File: src/rtl/vespa_loop_pkg.sv
// Shared types and helpers for the VESPA loop-control blocks.
package vespa_loop_pkg;

  typedef enum logic [1:0] {
    IDLE  = 2'd0,
    SHIFT = 2'd1,
    DONE  = 2'd2
  } sr_state_e;

  localparam int unsigned DEF_WIDTH = 16;
  localparam int unsigned DEF_DIV   = 4;

  // Counter width for a range of n values; never narrower than one bit.
  function automatic int unsigned cnt_width(input int unsigned n);
    return (n <= 1) ? 1 : $clog2(n);
  endfunction

endpackage

File: src/rtl/vespa_sr_divider.sv
// DIV-cycle step counter; strobes in the last cycle of each step while run is high.
module vespa_sr_divider
  import vespa_loop_pkg::*;
#(
  parameter int unsigned DIV = DEF_DIV
) (
  input  logic clk,
  input  logic rst,
  input  logic run,
  output logic strobe
);

  localparam int unsigned      CW   = cnt_width(DIV);
  localparam logic [CW-1:0]    LAST = CW'(DIV - 1);

  logic [CW-1:0] div_cnt;

  // Count 0..DIV-1 while running; held at zero otherwise so each transaction starts a fresh step.
  always_ff @(posedge clk or posedge rst) begin
    if (rst) begin
      div_cnt <= '0;
    end else if (!run || div_cnt == LAST) begin
      div_cnt <= '0;
    end else begin
      div_cnt <= div_cnt + 1'b1;
    end
  end

  assign strobe = run && (div_cnt == LAST);

endmodule

File: src/rtl/vespa_sr_chain_driver.sv
// Host-side driver for the loop-control SR chain: serialises a word into the
// chain head while capturing the previous chain contents from the tail.
module vespa_sr_chain_driver
  import vespa_loop_pkg::*;
#(
  parameter int unsigned WIDTH = DEF_WIDTH,
  parameter int unsigned DIV   = DEF_DIV
) (
  input  logic             clk,
  input  logic             rst,
  input  logic             load_valid,
  output logic             load_ready,
  input  logic [WIDTH-1:0] load_data,
  output logic             sr_out,
  output logic             sr_en,
  input  logic             sr_in,
  output logic             rd_valid,
  input  logic             rd_ready,
  output logic [WIDTH-1:0] rd_data,
  output logic             busy,
  input  logic             CELV,
  input  logic             CELG,
  input  logic             CELSUB
);

  localparam int unsigned   BW       = cnt_width(WIDTH);
  localparam logic [BW-1:0] LAST_BIT = BW'(WIDTH - 1);

  sr_state_e        state, next_state;
  logic             armed;
  logic             strobe;
  logic [WIDTH-1:0] shift_reg;
  logic [WIDTH-1:0] capture;
  logic [BW-1:0]    bit_cnt;
  logic             accept;

  // Supply pins carry no logic; folded here so they are visibly consumed.
  logic unused_supply;
  assign unused_supply = ^{CELV, CELG, CELSUB};

  vespa_sr_divider #(
    .DIV (DIV)
  ) u_div (
    .clk    (clk),
    .rst    (rst),
    .run    (state == SHIFT),
    .strobe (strobe)
  );

  assign accept  = load_valid && load_ready;
  assign rd_data = capture;

  // State register.
  always_ff @(posedge clk or posedge rst) begin
    if (rst) begin
      state <= IDLE;
    end else begin
      state <= next_state;
    end
  end

  // Next-state and output decode.
  always_comb begin
    next_state = state;
    load_ready = 1'b0;
    rd_valid   = 1'b0;
    busy       = 1'b0;
    sr_out     = 1'b0;
    sr_en      = 1'b0;
    case (state)
      IDLE: begin
        load_ready = armed;
        if (load_valid && armed) next_state = SHIFT;
      end
      SHIFT: begin
        busy   = 1'b1;
        sr_out = shift_reg[0];
        sr_en  = strobe;
        if (strobe && bit_cnt == LAST_BIT) next_state = DONE;
      end
      DONE: begin
        busy     = 1'b1;
        rd_valid = 1'b1;
        if (rd_ready) next_state = IDLE;
      end
      default: next_state = IDLE;
    endcase
  end

  // Datapath: armed keeps load_ready low until the first clock after reset;
  // shift/capture advance only on strobe edges so sr_in is ignored otherwise.
  always_ff @(posedge clk or posedge rst) begin
    if (rst) begin
      armed     <= 1'b0;
      shift_reg <= '0;
      capture   <= '0;
      bit_cnt   <= '0;
    end else begin
      armed <= 1'b1;
      if (accept) begin
        shift_reg <= load_data;
        bit_cnt   <= '0;
      end else if (state == SHIFT && strobe) begin
        capture   <= {sr_in, capture[WIDTH-1:1]};
        shift_reg <= shift_reg >> 1;
        bit_cnt   <= bit_cnt + 1'b1;
      end
    end
  end

endmodule

File: config.mk
export PLATFORM = sky130hd
export DESIGN_NAME = vespa_sr_chain_driver
export DESIGN_NICKNAME = d
export VERILOG_FILES = /design/src/rtl/vespa_loop_pkg.sv /design/src/rtl/vespa_sr_divider.sv /design/src/rtl/vespa_sr_chain_driver.sv
export SDC_FILE = /design/constraint.sdc
export NUM_CORES = 1
export LEC_CHECK = 0
export CORE_MARGIN = 2
export CORE_UTILIZATION = 49
export DETAILED_ROUTE_END_ITERATION = 10
export PLACE_DENSITY = 0.79
export REMOVE_ABC_BUFFERS = 1
export SYNTH_ARGS = -nofsm -noshare
export SYNTH_HDL_FRONTEND = slang
export SYNTH_SLANG_ARGS = --single-unit
export TNS_END_PERCENT = 30
File: constraint.sdc
create_clock -name clk -period 2.4 [get_ports clk]
set_clock_uncertainty 0.2 [all_clocks]
set_input_delay 0.24 -clock clk [delete_from_list [all_inputs] [get_ports clk]]
set_output_delay 0.24 -clock clk [all_outputs]
set_load 0.01 [all_outputs]
Word-level counts from Yosys, hierarchy flattened. Index checks and enable logic that the tools add are counted.

Input bits: 24. Bits in read-only memories: 0. RAM bits: 0. Memories: 0. Register bits: 41. Word-level logic and storage cells: 42. Latch bits: 0. Output and inout port bits: 21.

$mul: 0. Equality and inequality tests: 7. Shifts and indexed selects: 0. Divide/modulo/power cells: 0. Bitwise logic cells: 1. Order comparisons: 0. Reductions and logical operators: 12. $add $sub $neg: 2. Muxes and demuxes: 14.

Operators with widths (count): $mux W16 (2); $mux W2 (4); $mux W4 (2); $ne A2 B2 Y1 const B (3); $pmux W2 S3 (1); $logic_and A1 B1 Y1 (5); $mux W1 (5); $add A4 B1 Y4 const B (1); $eq A2 B2 Y1 const B (2); $eq A4 B4 Y1 const B (1); $reduce_and A3 Y1 (1); $add A2 B1 Y2 const B (1); $eq A2 B1 Y1 const B (1); $logic_not A2 Y1 (1); $reduce_and A2 Y1 (1); $reduce_bool A2 Y1 (1); $reduce_or A2 Y1 (1); $logic_not A1 Y1 (1); $logic_or A1 B1 Y1 (1); $not A1 Y1 (1).

Depth between registers and ports, before layout.
Depth in word-level cells: 5. Mapped depth: 7. Gate-level depth less buffers: 5.

By module. Synthesis repeated with hierarchy kept, for this count alone.

Cells, all modules: 152. Area, all modules: 1891.8 um2.

By module, submodules not included: vespa_sr_chain_driver (seq. area each 975.9 um2, times used 1, area each 1796.7 um2, cells each 145); vespa_sr_divider (seq. area each 50.0 um2, times used 1, area each 95.1 um2, cells each 7).

Least setup slack after synthesis. OpenSTA, ideal clock, no wires.

Kind: reg-to-reg. Start: register state[0]. End: register capture[0], in the netlist rd_data[0]. Path slack: 506 ps. Data required time: 2075 ps. Arrival time: 1569 ps. Library setup time: 125 ps. Path buffers: 2. Clock period less this slack: 1894 ps. Stages on the path, launching flop included: 8. Cell sequence: dfrtp_1 -> inv_1 -> ha_1 -> and3_1 -> buf_4 -> nor2_8 -> buf_8 -> mux2_4.

Cells in the longest elaborated chain, start to end: 5. Elaborated cells between the ends (all ways): 8. Classes of those cells: eq/ne: 1; mux: 1; bitwise: 1; reduce/logical: 5.

RTL lines: start: declaration (RTL line vespa_sr_chain_driver.sv:29) `sr_state_e state, next_state;`; start signal: assignment (RTL line vespa_sr_chain_driver.sv:58) `state <= next_state;`; $logic_not A2 Y1 (RTL line vespa_sr_chain_driver.sv:70) `case (state)`; $mux W1 (RTL line vespa_sr_chain_driver.sv:70); $logic_and A1 B1 Y1 (RTL line vespa_sr_chain_driver.sv:50) `assign accept = load_valid && load_ready;`; $not A1 Y1 (no source line); $reduce_and A2 Y1 (no source line) *; end signal: assignment (RTL line vespa_sr_chain_driver.sv:104) `capture <= {sr_in, capture[WIDTH-1:1]};`; end: declaration (RTL line vespa_sr_chain_driver.sv:33) `logic [WIDTH-1:0] capture;`.

Every way passes the cells marked *; elsewhere a longest branch is shown, timed or not. A chain may end at the register's enable or synchronous reset.

Final worst setup path.
Start: register state[1]. End: output port sr_en.

Cells in the longest elaborated chain, start to end: 3.

RTL lines: $eq A2 B1 Y1 * (RTL line vespa_sr_chain_driver.sv:46, vespa_sr_chain_driver.sv:70); $logic_and A1 B1 Y1 (RTL line vespa_sr_divider.sv:29) `assign strobe = run && (div_cnt == LAST);`; $mux W1 * (RTL line vespa_sr_chain_driver.sv:70); end: declaration (RTL line vespa_sr_chain_driver.sv:15) `output logic sr_en,`.

Marks and branches as above.

==> summary.md <==
| Metric | Value |
|---|---|
| Number of pins exceeding their max-slew limit in the final report | `0` |
| Proportion of synthesized area in mux cells | `approximately a fifth` |
| Combinational family with the most area after synthesis | `multiplexers` |
| Sinks on Clock Net | `around 40` |
| Via count normalized by instance count | `5.11` |
| Initial antenna violation count | `0` |
| Pwr per Cell Area | `between 800 and 900 nW/um2` |
| Series of cell instances along the critical path | `inv_1 -> ha_4 -> nand2_2 -> inv_1 -> clkdlybuf4s50_1` |
| Detailed-route DRC error count | `0` |
| Area taken by flip-flops and latches | `approximately 1000 um2` |
| Gpl congestion | `0.696` |
| P_leak | `1.19 nW` |
| Parity-gate share of the synthesized area counting xor and xnor cells | `less than 1%` |
| Inserted Clock Buffers | `5` |
| Vertical die dimension | `65.9 um` |
| Cells after synthesis | `between 150 and 200` |
| Crit path arrival time | `1.79 ns` |
| Core Rows | `22` |
| Filler cells | `between 300 and 400` |
| Sequential fraction of the synthesis area | `a little over half` |
| Max-cap check violation count | `0` |
| Detail Route Antenna Nets | `0` |
| Number of primary I/O pins | `between 40 and 50` |
| Die width | `around 66 um` |
| Reg clk slew, reported paths | `around 0.08 ns` |
| Mean cell area of the mapped netlist | `around 12 um2` |
| Area growth from synthesis to final layout | `30.4%` |
| CP Class | `reg -> out` |
| Synth Area in Simple Gates | `9.81%` |
| Worst Path Required | `approximately 2.0 ns` |
| Compound-Gate Fraction of Synth Area | `6.40%` |
| Total wire length | `3.31 mm` |
| Async set or reset register ratio after synthesis | `between 90% and 100%` |
| Setup Slack @ Placement | `0.292 ns` |
| Area share of fa/ha/maj cells after synthesis | `4.00%` |
| Outcome | `finished clean` |
| Proportion of layout cells with a drive suffix above 1 | `~15%` |
| Cell variety after synth | `30` |
| Initial DRC count | `46` |
| Aggregate negative setup slack | `0 ns` |
| Final setup violating endpoints | `0` |
| Tcrit/Tclk final | `~93%` |
| Hold WC Path Type | `in -> async` |
| Estimated wirelength of the detail-placed design | `2.31 mm` |
| CP dominant cell by count | `sky130_fd_sc_hd__inv_1` |
| Area of the core | `approximately 3700 um2` |
| Minimum setup slack in the final design | `around 0.17 ns` |
| Clock buffer depth | `2` |
| Root Buffer Master | `sky130_fd_sc_hd__clkbuf_8` |
| CTS tree | `done` |
| Die ar. | `~4300 um2` |
| Antenna Cells | `0` |
| Starting utilization of the core area | `approximately half` |
| Total number of yosys warnings | `0` |
| Via count of the first global-routing pass | `1313` |
| Worst path slowest cell | `sky130_fd_sc_hd__clkdlybuf4s50_1` |
| Flops & latches, synth | `41` |
| Top fanout value on the critical path | `9` |
| Total GRT Usage | `17.6%` |
| Number of standard cells in the final layout excluding fillers | `244` |
| Number of H-tree branching levels | `2` |
| Maximum number of pins on one net before global-route repair | `42` |
| Peak supply drop | `approximately 540 uV` |
| First-pass iteration count of the detailed router | `4` |
| Total area of multi-input combinational cells | `a little under 800 um2` |
| GR Overflow Total | `0` |
| Final Hold Vio Count | `0` |
| Routed wire length per instance | `13.6 um` |
| Delay of the slowest cell on the worst path | `about 0.53 ns` |
| RSZ-0062 raised after global routing | `no` |
| Number of enable flip-flop cells after synthesis | `0` |
| Maximum clock frequency | `0.449 GHz` |
| Startpoint class of the critical path | `flop` |
| Number of vias after detailed routing | `1248` |
| Endpoint class of the critical path | `output port` |
| Top flip-flop cell by instance count after synthesis | `sky130_fd_sc_hd__dfrtp_1` |
| Count of buffers inserted at the top-level ports | `approximately 40` |
| Post-Synthesis Cell Area | `around 1900 um2` |
| Cell Count Post-Placement | `roughly 240` |
| Number of nets in the final layout | `approximately 230` |
| Post-layout min period | `about 2.2 ns` |
| Clock Latency Late Sink | `roughly 0.3 ns` |
| First-pass GRT wire length | `roughly 5.7 mm` |
==> layout by cell type, fill, tap and decap left out <==
master                            count
sky130_fd_sc_hd__nand3_1              5
sky130_fd_sc_hd__mux2_1               1
sky130_fd_sc_hd__or3_1                1
sky130_fd_sc_hd__nor2_8               1
sky130_fd_sc_hd__inv_1                4
sky130_fd_sc_hd__nand2_2              1
sky130_fd_sc_hd__a21oi_1              3
sky130_fd_sc_hd__bufinv_16            1
sky130_fd_sc_hd__xor2_1               2
sky130_fd_sc_hd__mux2i_1             15
sky130_fd_sc_hd__a211oi_1             1
sky130_fd_sc_hd__and3_1               1
sky130_fd_sc_hd__buf_4                3
sky130_fd_sc_hd__ha_1                 5
sky130_fd_sc_hd__o21ai_0             16
sky130_fd_sc_hd__a221oi_1             1
sky130_fd_sc_hd__nand4_1              1
sky130_fd_sc_hd__conb_1               1
sky130_fd_sc_hd__nand2_1             19
sky130_fd_sc_hd__clkbuf_8             6
sky130_fd_sc_hd__a211o_1              1
sky130_fd_sc_hd__dfrtp_1             41
sky130_fd_sc_hd__ha_4                 1
sky130_fd_sc_hd__and3b_1              1
sky130_fd_sc_hd__clkdlybuf4s50_1     41
sky130_fd_sc_hd__nor3b_1              1
sky130_fd_sc_hd__and2_1               2
sky130_fd_sc_hd__mux2_4              10
sky130_fd_sc_hd__nor2_1               2
sky130_fd_sc_hd__mux2_2               6
sky130_fd_sc_hd__clkinvlp_4           1
sky130_fd_sc_hd__nor2b_1              1
==> cell type report <==
type                            count  area share, %
Inverter                            4          0.614
Clock buffer                        6           3.38
Tap cell                           48           2.46
Clock inverter                      2           1.53
Sequential cell                    41           41.9
Timing Repair Buffer               44           17.7
Multi-Input combinational cell     99           32.4
==> worst max-delay path, delay by kind of cell (launching register included) <==
family	cells	cell delay, ns
AND/OR/NAND/NOR	1	0.14
adder cells (fa/ha/maj)	1	0.20
flip-flops	1	0.40
buffers and inverters	3	0.76
==> where the power goes <==
part | switching (W) | internal (W)
clock | 0.000233 | 0.000338
combinational | 0.000233 | 0.000275
sequential | 0.000101 | 0.000862
==> through the flow <==
step | util [%] | hold WS (ns) | instance area [um2] | power (W)
3_5_place_dp | 63.2 | 0.245 | 2310 | 0.00148
4_1_cts | 66.5 | 0.193 | 2440 | 0.00206
3_3_place_gp | 63.2 | 0.224 | 2310 | 0.00144
2_1_floorplan | - | 0.145 | 1820 | 0.00127
5_1_grt | 66.8 | 0.240 | 2450 | 0.00218
6_report | 66.8 | 0.177 | 2450 | 0.00204
==> layer usage <==
metal / GRT usage, % / share of wire [%] / wire length (um) / vias up
li1: - / - / - / 604
met1: 21.8 / 44 / 1450 / 600
met2: 28.8 / 48 / 1590 / 38
met3: 6.13 / 6.8 / 227 / 6
met4: 5.47 / 1.6 / 53 / 0
met5: 0 / 0 / 0 / -
==> cell families (layout without fill, tap and decap cells) <==
| family | count (synthesis) | after routing |
|---|---|---|
| multiplexers | 32 | 32 |
| flip-flops | 41 | 41 |
| AND/OR/NAND/NOR | 36 | 36 |
| AO/OA/AOI/OAI | 22 | 22 |
| buffers and inverters | 12 | 56 |
| XOR/XNOR | 2 | 2 |
| other | 1 | 1 |
| adder cells (fa/ha/maj) | 6 | 6 |
==> cell usage after synthesis, types with 2 or more instances <==
master                     instances  area share [%]
sky130_fd_sc_hd__nand2_1          19             3.8
sky130_fd_sc_hd__mux2i_1          15             8.0
sky130_fd_sc_hd__nand3_1           5             1.3
sky130_fd_sc_hd__inv_1             4            0.80
sky130_fd_sc_hd__o21ai_0          16             4.3
sky130_fd_sc_hd__nor2_1            2            0.40
sky130_fd_sc_hd__buf_4             3             1.2
sky130_fd_sc_hd__buf_2             2            0.53
sky130_fd_sc_hd__mux2_4           10             8.0
sky130_fd_sc_hd__clkbuf_1          2            0.40
sky130_fd_sc_hd__ha_1              6             4.0
sky130_fd_sc_hd__dfrtp_1          41              55
sky130_fd_sc_hd__and2_1            2            0.67
sky130_fd_sc_hd__mux2_2            6             3.6
sky130_fd_sc_hd__a21oi_1           3            0.80
sky130_fd_sc_hd__xor2_1            2            0.93
==> worst paths after layout <==
check	from	to	slack, ns	cells past startpoint
min in group clk	u_div.div_cnt[0]$_DFF_PP0_	u_div.div_cnt[0]$_DFF_PP0_	0.25	1
worst max-delay path	state[1]$_DFFE_PP0P_	sr_en	0.17	5
worst min register to register	u_div.div_cnt[0]$_DFF_PP0_	u_div.div_cnt[0]$_DFF_PP0_	0.25	1
worst max register to register	state[0]$_DFFE_PP0P_	rd_data[5]$_DFFE_PP0P_	0.36	5
max in group asynchronous	rst	shift_reg[1]$_DFFE_PP0P_	1.48	3
worst min-delay path	rst	rd_data[7]$_DFFE_PP0P_	0.18	3
==> what timing repair did <==
action | 4_1_cts | 5_1_grt
setup endpoints to repair | 1 | 1
resized for setup | 1 | 1
endpoints found under the hold margin | 0 | 0
hold buffers | 0 | 0
pin swaps | 0 | 0
buffers inserted | 0 | 0
Power figures use the tool's default switching activity.
